File: src/rtl/csa_acc_pkg.sv
// Shared definitions for the carry-save stream accumulator: state encoding,
// default geometry and the chunk-index width helper.
package csa_acc_pkg;

    typedef enum logic [1:0] {
        ST_ACCUM   = 2'd0,
        ST_RESOLVE = 2'd1,
        ST_OUTPUT  = 2'd2
    } state_t;

    localparam int unsigned DEF_WIDTH = 64;
    localparam int unsigned DEF_CHUNK = 16;
    localparam int unsigned DEF_CNT_W = 16;

    // Width of a counter that walks nchunk chunks; never narrower than one bit.
    function automatic int unsigned idx_width(input int unsigned nchunk);
        return (nchunk <= 1) ? 1 : $clog2(nchunk);
    endfunction

    localparam int unsigned DEF_NCHUNK = DEF_WIDTH / DEF_CHUNK;
    localparam int unsigned DEF_IDX_W  = idx_width(DEF_NCHUNK);

endpackage

File: src/rtl/csa_row.sv
// One WIDTH-bit 3:2 carry-save compressor row. The carry vector is already
// weighted (shifted up one place, bit 0 zero); the MSB majority falls off.
module csa_row #(
    parameter int unsigned WIDTH = 64
) (
    input  logic [WIDTH-1:0] x,
    input  logic [WIDTH-1:0] y,
    input  logic [WIDTH-1:0] z,
    output logic [WIDTH-1:0] s,
    output logic [WIDTH-1:0] c
);

    logic [WIDTH-2:0] maj;

    // Full-adder sum on every bit, majority on all bits that survive the shift.
    always_comb begin
        s   = x ^ y ^ z;
        maj = (x[WIDTH-2:0] & y[WIDTH-2:0]) |
              (x[WIDTH-2:0] & z[WIDTH-2:0]) |
              (y[WIDTH-2:0] & z[WIDTH-2:0]);
        c   = {maj, 1'b0};
    end

endmodule

File: src/rtl/csa_stream_accumulator.sv
// Streams operands into a redundant sum/carry pair, then resolves the pair
// with a chunked carry-propagate add and offers one result per packet.
module csa_stream_accumulator
    import csa_acc_pkg::*;
#(
    parameter int unsigned WIDTH = DEF_WIDTH,
    parameter int unsigned CHUNK = DEF_CHUNK,
    parameter int unsigned CNT_W = DEF_CNT_W
) (
    input  logic             clk,
    input  logic             rst_n,
    input  logic             in_valid,
    output logic             in_ready,
    input  logic [WIDTH-1:0] in_data,
    input  logic             in_last,
    output logic             out_valid,
    input  logic             out_ready,
    output logic [WIDTH-1:0] out_sum,
    output logic [CNT_W-1:0] out_count
);

    localparam int unsigned NCHUNK = WIDTH / CHUNK;
    localparam int unsigned IDX_W  = idx_width(NCHUNK);
    localparam logic [IDX_W-1:0] LAST_IDX = IDX_W'(NCHUNK - 1);

    state_t           state;
    logic [WIDTH-1:0] sum_vec;
    logic [WIDTH-1:0] carry_vec;
    logic [WIDTH-1:0] result;
    logic [CNT_W-1:0] count;
    logic [IDX_W-1:0] chunk_idx;
    logic             cy;

    logic [WIDTH-1:0] row_s;
    logic [WIDTH-1:0] row_c;
    logic             in_hs;
    int unsigned      base;
    logic [CHUNK-1:0] s_chunk;
    logic [CHUNK-1:0] c_chunk;
    logic [CHUNK:0]   chunk_sum;

    csa_row #(
        .WIDTH (WIDTH)
    ) u_row (
        .x (sum_vec),
        .y (carry_vec),
        .z (in_data),
        .s (row_s),
        .c (row_c)
    );

    // Handshake/status outputs; ready is masked while reset is held.
    always_comb begin
        in_ready  = rst_n && (state == ST_ACCUM);
        in_hs     = in_valid && in_ready;
        out_valid = (state == ST_OUTPUT);
        out_sum   = result;
        out_count = count;
    end

    // Select the current chunk of the pair and add it with the running carry.
    always_comb begin
        base      = 32'(chunk_idx) * CHUNK;
        s_chunk   = sum_vec[base +: CHUNK];
        c_chunk   = carry_vec[base +: CHUNK];
        chunk_sum = {1'b0, s_chunk} + {1'b0, c_chunk} + {{CHUNK{1'b0}}, cy};
    end

    // Accumulate / resolve / present state machine with all datapath state.
    always_ff @(posedge clk) begin
        if (!rst_n) begin
            state     <= ST_ACCUM;
            sum_vec   <= '0;
            carry_vec <= '0;
            result    <= '0;
            count     <= '0;
            chunk_idx <= '0;
            cy        <= 1'b0;
        end else begin
            unique case (state)
                ST_ACCUM: begin
                    if (in_hs) begin
                        sum_vec   <= row_s;
                        carry_vec <= row_c;
                        if (count != {CNT_W{1'b1}}) begin
                            count <= count + CNT_W'(1);
                        end
                        if (in_last) begin
                            state     <= ST_RESOLVE;
                            chunk_idx <= '0;
                            cy        <= 1'b0;
                        end
                    end
                end
                ST_RESOLVE: begin
                    result[base +: CHUNK] <= chunk_sum[CHUNK-1:0];
                    // Carry out of the top chunk is the mod-2^WIDTH overflow.
                    cy <= chunk_sum[CHUNK];
                    if (chunk_idx == LAST_IDX) begin
                        state <= ST_OUTPUT;
                    end else begin
                        chunk_idx <= chunk_idx + IDX_W'(1);
                    end
                end
                ST_OUTPUT: begin
                    if (out_ready) begin
                        sum_vec   <= '0;
                        carry_vec <= '0;
                        count     <= '0;
                        state     <= ST_ACCUM;
                    end
                end
                default: begin
                    state <= ST_ACCUM;
                end
            endcase
        end
    end

endmodule
File: config.mk
export PLATFORM = sky130hd
export DESIGN_NAME = csa_stream_accumulator
export DESIGN_NICKNAME = d
export VERILOG_FILES = /design/src/rtl/csa_acc_pkg.sv /design/src/rtl/csa_row.sv /design/src/rtl/csa_stream_accumulator.sv
export SDC_FILE = /design/constraint.sdc
export NUM_CORES = 1
export LEC_CHECK = 0
export CORE_UTILIZATION = 24
export DETAILED_ROUTE_END_ITERATION = 7
export HOLD_SLACK_MARGIN = 0.05
export PLACE_DENSITY = 0.53
export SLEW_MARGIN = 20
export SYNTH_ARGS = -nofsm -noshare
export SYNTH_HDL_FRONTEND = slang
export SYNTH_SLANG_ARGS = --single-unit
File: constraint.sdc
create_clock -name clk -period 10.9 [get_ports clk]
set_input_delay 2.18 -clock clk [delete_from_list [all_inputs] [get_ports clk]]
set_output_delay 2.18 -clock clk [all_outputs]
set_load 0.02 [all_outputs]
==> flow_summary.ini, run 1 <==
[routing]
drtAntennaViolNets = 0
first_iter_violations = 521
wirelength_um = 30730
drc_errors = 0
drtPass1Iterations = 5
post_drt_wl_per_cell_um = 17.73
viasPerCell = 4.769
route.vias.total = 8265

[cells_and_area]
nFillCells = 4318
n_antenna_cell = 0
layout_commonest_cell = dfxtp_1
syn2layout_area_growth_pct = 28.13
final_cell_mix = 210 x dfxtp_1, 196 x nor2_1, 154 x a22oi_1, 150 x clkdlybuf4s50_1, 64 x fa_1
fin_cells = 1733
final_nets = 1292
drive_gt1_frac = 0.08651

[synthesis]
synth_seq_area_share = 0.4092
synthAdderAreaFrac = 0.1513
async_flop_share = 0
synthFlopType = dfxtp_1
synthesis.nets = 1177
synth_area_um2 = 10370
synth-edff-count = 0
synthMuxAreaShare = 0.07021
syn_inst = 1021
synth_compound_area_frac = 0.1839
yosysWarningCount = 0
synthSimpleGateAreaFrac = 0.1319
synth_top_family_by_area = compound AO/OA/AOI/OAI gates
synth_xor_area_frac = 0.01773
syn_area_per_cell_um2 = 10.16
ys_ff_latch = 212
synthDistinctLibCells = 60

[cts]
cts_hold_repair.buffers = 0
clk_pin_slew_ps = 60
postCtsSetupBuffers = 0
cts_resized = 0
clock_sinks = 212
root_buffer = clkbuf_16
cts_buffers = 27
cts_tree = built
cts_htree_levels = 1
clk_path_buf_depth = 3
clk_latency_ps = 530

[sta]
fin_tns_setup_ps = 0
worstMarginPinSlew_ps = 1084
rsz0062_at_grt = no
relSlewSlack = 0.2774
hold_violations = 0
fin_skew_ps = 18.59
layout_setup_ws_ps = 4335
min_period_ps = 6565
max_freq_ghz = 0.1523
setup_violations = 0
finalCritPeriodShare = 0.6023
maxSlewViolCount = 0

[place]
dpl.cell_count = 1684
hpwl_um = 22010
gp_congestion = 0.7838
portBuffers = 150
place_ws_ps = 4291

[worst_setup_path]
cp-start-kind = primary input
cp_common_cell = clkdlybuf4s50_1
cp.required_ps = 8720
worstReg2RegEnd = out_sum[9]
endpoint_kind = output pin
worstPathArrival_ps = 4390
critPathMaxStageDelay_ps = 660
startpoint = rst_n
reg2reg_depth = 9
r2r_start = chunk_idx[0]
critPathSlowestCell = clkdlybuf4s50_1
crit_chain = clkdlybuf4s50_1, buf_4, inv_4, nor3_1, clkdlybuf4s50_1
worstPathMaxFanout = 102
crit_type = in2out
ff2ff_setup_slack_ps = 7010

[floorplan]
initial_core_util = 0.2451
ios = 151
die_x_um = 209.9
num_rows = 75
die-area_um2 = 44050
placeableCoreArea_um2 = 42320
die_h_um = 209.9

[global_route]
grt_use_total = 0.1379
grt_pass1_wl_um = 47870
globalRouteOverflowTotal = 0
grt_pass1_vias = 8001
grt_start_max_net_pins = 103
antenna_found_initial = 0

[flow_run]
drv_cap = 0

[min_path]
min_path_cells = 2
hold_path_class = reg2reg
hold_start = out_sum[38]
hold_path_end = out_sum[38]

[power_and_ir_drop]
peakVddDrop_v = 0.00007418
leakagePower_nw = 4.763
power_density_nw_per_um2 = 142.9

[status]
status = finished, final reports clean
-- per-stage QoR --
step                      instance area (µm²)  total power (W)  hold slack (ps)    util
after global placement                  12370         0.001001            442.9  0.2922
after CTS                               13290         0.001926            459.3  0.3140
final                                   13290         0.001899            455.5  0.3140
after global routing                    13290         0.001980            463.9  0.3140
after detailed placement                12380         0.001004            442.2  0.2924
after floorplan                         10370        0.0009297            471.3       -
-- flip-flops by register name, summed over array words and instances, names as in the netlist --
name       flops
state          2
carry_vec     63
cy             1
sum_vec       64
out_sum       64
chunk_idx      2
out_count     16
-- where the power goes --
part | total, W | internal, W | leakage (nW) | switching (W)
Sequential | 0.000813 | 0.000793 | 1.72 | 0.0000202
Combinational | 0.000172 | 0.0000723 | 2.60 | 0.0000998
Clock | 0.000914 | 0.000570 | 0.446 | 0.000344
-- layer usage --
layer  global-route usage  vias to the layer above  part of all wire
li1                     -                     3931                 -
met5                    0                        -                 0
met3              0.02140                       33             0.050
met1               0.2021                     4079              0.49
met2               0.2147                      222              0.45
met4              0.02441                        0             0.015
-- worst max-delay path, delay by kind of cell --
| family | cells | cell delay (ps) |
|---|---|---|
| buffers and inverters | 4 | 1890 |
| AND/OR/NAND/NOR | 1 | 290 |
-- Yosys cell counts (all sizes together), types with 14 or more instances --
master	instances	area [µm²]
nand3	20	100.1
a22oi	154	1156
xnor2	18	157.7
o21ai	29	152.7
mux4	31	698.2
dfxtp	212	4244
nor3	15	75.07
ha	23	287.8
clkbuf	38	142.6
inv	14	52.55
a21oi	27	135.1
nand2	44	167.7
nor2	196	735.7
buf	35	176.4
fa	64	1281
-- kinds of logic (layout without fill, tap and decap cells) --
kind of cell / count (synthesis) / in the layout
and+or+nand+nor: 318 / 318
AOI/OAI and AO/OA: 262 / 262
DFF: 212 / 212
adders and majority gates: 87 / 87
buffers and inverters: 87 / 222
muxes: 34 / 34
xor gates and xnor gates: 21 / 21
-- cell type report --
| type | count | area (µm²) | area share |
|---|---|---|---|
| Tap cell | 577 | 721.9 | 0.05433 |
| Timing Repair Buffer | 159 | 1569 | 0.1181 |
| Multi-Input combinational cell | 722 | 5783 | 0.4352 |
| Sequential cell | 212 | 4247 | 0.3196 |
| Clock buffer | 36 | 739.5 | 0.05564 |
| Inverter | 14 | 55.05 | 0.004143 |
| Clock inverter | 13 | 173.9 | 0.01309 |
-- how the worst max path moves through the flow --
stage	endpoint	slack, ps	cells after the start
floorplan	in_ready	5500	4
global placement	in_ready	4320	5
detailed placement	in_ready	4290	5
CTS	in_ready	4280	5
global route	in_ready	4180	5
finish	in_ready	4330	5
Power figures use the tool's default switching activity.
==> run 2: changes to the inputs <==
- PLACE_DENSITY: 0.53 -> 0.54
- clock period: 10.9 -> 5.9 ns (I/O delays scaled with it)
==> run 2 against run 1 <==
Register-to-register slack lost 4900 ps. Count of clock-buffer cells in the layout fell by 5. Clock skew decreased by 8.7 ps. Worst setup slack got worse by 2500 ps. Cell area is 0.44% lower. Core utilization shrank 0.14 points. First-iteration DRC count up 29%. Clock power up 75%.
==> flow_summary.ini, run 2 (same netlist as run 1, synthesis figures left out) <==
[worst_setup_path]
worstPathArrival_ps = 2930
r2r_start = chunk_idx[0]
crit_type = in2out
cp_common_cell = clkdlybuf4s50_1
critPathMaxStageDelay_ps = 600
worstReg2RegEnd = out_sum[30]
worstPathMaxFanout = 77
crit_chain = clkdlybuf4s50_1, inv_4, nor3_1, clkdlybuf4s50_1
startpoint = rst_n
critPathSlowestCell = inv_4
crit_end = in_ready
cp-start-kind = primary input
reg2reg_depth = 9
cp.required_ps = 4720
ff2ff_setup_slack_ps = 2060
endpoint_kind = output pin

[cells_and_area]
syn2layout_area_growth_pct = 27.57
fin_cells = 1727
layout_commonest_cell = dfxtp_1
nFillCells = 4358
final_cell_mix = 210 x dfxtp_1, 196 x nor2_1, 154 x a22oi_1, 150 x clkdlybuf4s50_1, 64 x fa_1
n_antenna_cell = 0
final_nets = 1289
drive_gt1_frac = 0.08696

[cts]
cts_hold_repair.buffers = 0
clk_path_buf_depth = 3
cts_buffers = 25
clk_pin_slew_ps = 50
cts_resized = 0
cts_htree_levels = 1
clk_latency_ps = 510
postCtsSetupBuffers = 0
cts_tree = built
clock_sinks = 212
root_buffer = clkbuf_16

[floorplan]
placeableCoreArea_um2 = 42320
ios = 151
initial_core_util = 0.2451
die_x_um = 209.9
die-area_um2 = 44050
die_h_um = 209.9
num_rows = 75

[sta]
fin_tns_setup_ps = 0
max_freq_ghz = 0.2431
maxSlewViolCount = 0
setup_violations = 0
worstMarginPinSlew_ps = 1029
rsz0062_at_grt = no
finalCritPeriodShare = 0.6972
fin_skew_ps = 9.898
relSlewSlack = 0.3137
hold_violations = 0
min_period_ps = 4113

[routing]
drc_errors = 0
route.vias.total = 8221
drtAntennaViolNets = 0
drtPass1Iterations = 5
viasPerCell = 4.760
first_iter_violations = 671
post_drt_wl_per_cell_um = 17.38
wirelength_um = 30010

[power_and_ir_drop]
peakVddDrop_v = 0.0001357
leakagePower_nw = 4.729
totalPowerFinal_w = 0.003423
power_density_nw_per_um2 = 258.7

[global_route]
grt_pass1_wl_um = 47010
grt_use_total = 0.1355
globalRouteOverflowTotal = 0
grt_start_max_net_pins = 96
grt_pass1_vias = 8019
antenna_found_initial = 0

[place]
hpwl_um = 21970
portBuffers = 150
dpl.cell_count = 1683
gp_congestion = 0.7980

[status]
status = finished, final reports clean

[flow_run]
drv_cap = 0

[min_path]
hold_path_class = reg2reg
==> run 2: through the flow <==
step	setup WS (ps)	hold slack [ps]	cell area [µm²]	utilization
2_1_floorplan	2060	471.3	10370	-
3_3_place_gp	1731	437.5	12370	0.2924
3_5_place_dp	1721	446.9	12370	0.2924
4_1_cts	1714	458.5	13230	0.3126
5_1_grt	1652	477.5	13230	0.3126
6_report	1787	452.9	13230	0.3126
==> run 2: cell type report <==
type                            count  area [µm²]  share of cell area
Clock inverter                     13       177.7             0.01343
Tap cell                          577       721.9             0.05457
Clock buffer                       31       678.2             0.05126
Timing Repair Buffer              158        1562              0.1180
Inverter                           14       55.05            0.004161
Sequential cell                   212        4247              0.3210
Multi-Input combinational cell    722        5789              0.4376
==> run 2: power breakdown <==
part	leakage, nW	internal (W)	total [W]	switching (W)
Sequential	1.72	0.00147	0.00150	0.0000390
Combinational	2.59	0.000133	0.000315	0.000181
Clock	0.418	0.000990	0.00160	0.000614
Total	4.73	0.00259	0.00342	0.000834
==> run 2: worst min path at each step <==
stage,cells past startpoint,from,slack (ps),to
after floorplan,2,sum_vec[62],470,sum_vec[62]
after global placement,2,out_sum[46],440,out_sum[46]
after detailed placement,2,out_sum[22],450,out_sum[22]
after CTS,2,out_sum[30],460,out_sum[30]
after global routing,2,out_sum[9],480,out_sum[9]
final,2,out_sum[25],450,out_sum[25]
==> run 2: layer usage <==
metal | GRT usage | vias up | part of all wire
li1 | - | 3929 | -
met5 | 0 | - | 0
met4 | 0.02693 | 0 | 0.013
met1 | 0.2026 | 4033 | 0.49
met2 | 0.2046 | 231 | 0.44
met3 | 0.02110 | 28 | 0.052
==> run 2: critical path: cells and delay by family <==
kind	cells	cell delay, ps
buffers and inverters	3	1650
AND/OR/NAND/NOR	1	110
==> run 3: changes to the inputs <==
- PLACE_DENSITY: 0.54 -> 0.53
- clock period: 5.9 -> 4.2 ns (I/O delays scaled with it)
==> run 3 against run 2 <==
First-iteration DRC count fell by 0.15%. Die area unchanged. Critical path depth up 5. Via count up 1.6%. Critical path type is now reg2reg. Critical endpoint is now out_sum[30].
==> flow_summary.ini, run 3 (same netlist as run 1, synthesis figures left out) <==
[status]
status = finished, final reports clean

[sta]
finalCritPeriodShare = 0.8362
fin_hold_ws_ps = 446.5
setup_violations = 0
worstMarginPinSlew_ps = 884.8
hold_violations = 0
layout_setup_ws_ps = 688.1
min_period_ps = 3512
rsz0062_at_grt = no
max_freq_ghz = 0.2847
maxSlewViolCount = 0
fin_tns_setup_ps = 0
fin_skew_ps = 22.38
relSlewSlack = 0.4101

[cells_and_area]
fin_util = 0.3118
final_nets = 1295
syn2layout_area_growth_pct = 27.22
fin_area_um2 = 13190
layout_commonest_cell = dfxtp_1
drive_gt1_frac = 0.08080
final_cell_mix = 210 x dfxtp_1, 196 x nor2_1, 154 x a22oi_1, 150 x clkdlybuf4s50_1, 64 x fa_1
n_antenna_cell = 0

[place]
portBuffers = 150
dpl_cell_area_um2 = 12440
hpwl_um = 22840
gp_congestion = 0.8601
place_ws_ps = 711.0

[min_path]
hold_path_class = reg2reg

[floorplan]
num_rows = 75
ios = 151
die-area_um2 = 44050
die_h_um = 209.9
die_x_um = 209.9
initial_core_util = 0.2451
placeableCoreArea_um2 = 42320

[cts]
cts_buffers = 25
root_buffer = clkbuf_16
clk_pin_slew_ps = 60
cts_hold_repair.buffers = 0
clk_latency_ps = 550
cts_resized = 0
cts_htree_levels = 1
cts_tree = built
postCtsSetupBuffers = 0
clk_path_buf_depth = 3
clock_sinks = 212

[worst_setup_path]
crit_chain = buf_4, mux4_2, ha_1, and3_1, and2_1, or3b_1, and4_1, o21ai_2, o21ai_1
cp-start-kind = flop
endpoint_kind = flop
critPathMaxStageDelay_ps = 580
worstPathArrival_ps = 3920
critPathSlowestCell = mux4_2
cp.required_ps = 4610
worstPathMaxFanout = 27
crit_type = reg2reg

[global_route]
globalRouteOverflowTotal = 0
grt_start_max_net_pins = 171
antenna_found_initial = 0
grt_pass1_wl_um = 48610
grt_pass1_vias = 8174
grt_use_total = 0.1411

[routing]
post_drt_wl_per_cell_um = 18.15
drtAntennaViolNets = 0
wirelength_um = 31360
first_iter_violations = 670
route.vias.total = 8353
drc_errors = 0
drtPass1Iterations = 5
viasPerCell = 4.834

[power_and_ir_drop]
peakVddDrop_v = 0.0002660
leakagePower_nw = 4.718
power_density_nw_per_um2 = 350.5

[flow_run]
drv_cap = 0
[run 3: cell count changes in the layout (fill, tap and decap cells not counted)]
cell,change
buf_12,+3
inv_6,-1
clkinv_4,-1
inv_16,+1
nor3_1,+3
clkinvlp_4,-2
clkbuf_1,+5
nor3_2,-3
clkinv_2,-4
buf_4,+3
bufinv_16,-3
[run 3: final cells by class]
type	instances	area, µm²
Fill cell	4291	29130
Inverter	14	55.05
Timing Repair Buffer	164	1644
Clock inverter	3	55.05
Clock buffer	36	696.9
Tap cell	577	721.9
Sequential cell	212	4247
Multi-Input combinational cell	722	5774
[run 3: path summary, 6_finish.rpt]
kind                     start     endpoint  slack, ps  cells after the start
setup / recovery  chunk_idx[1]  out_sum[30]        690                      9
hold reg to reg     out_sum[9]   out_sum[9]        450                      2
hold / removal      out_sum[9]   out_sum[9]        450                      2
setup reg to reg  chunk_idx[1]  out_sum[30]        690                      9
[run 3: through the flow]
stage / power [W] / cells
2_1_floorplan: 0.002413 / 1021
3_3_place_gp: 0.002611 / 1689
3_5_place_dp: 0.002617 / 1689
4_1_cts: 0.004684 / 1728
5_1_grt: 0.004820 / 1728
6_report: 0.004624 / 1728
[run 3: per-layer routing]
metal / GRT usage / vias to the layer above / wire, µm / share of wire
met5: 0 / - / 0 / 0
met4: 0.03524 / 0 / 536 / 0.017
met3: 0.02140 / 34 / 1860 / 0.059
met2: 0.2117 / 276 / 13720 / 0.44
met1: 0.2098 / 4119 / 15240 / 0.49
li1: - / 3924 / - / -
[run 3: where the power goes]
part | total [W] | switching, W | internal (W) | leakage (nW)
logic | 0.000454 | 0.000261 | 0.000193 | 2.64
clock network | 0.00205 | 0.000851 | 0.00120 | 0.367
registers | 0.00211 | 0.0000560 | 0.00206 | 1.72
[run 3: worst max-delay path: cells and delay by family (launching register included)]
| kind | cells | cell delay [ps] |
|---|---|---|
| AOI/OAI and AO/OA | 2 | 300 |
| adders and majority gates | 1 | 440 |
| buffers and inverters | 1 | 450 |
| DFF | 1 | 530 |
| muxes | 1 | 580 |
| and+or+nand+nor | 4 | 1050 |
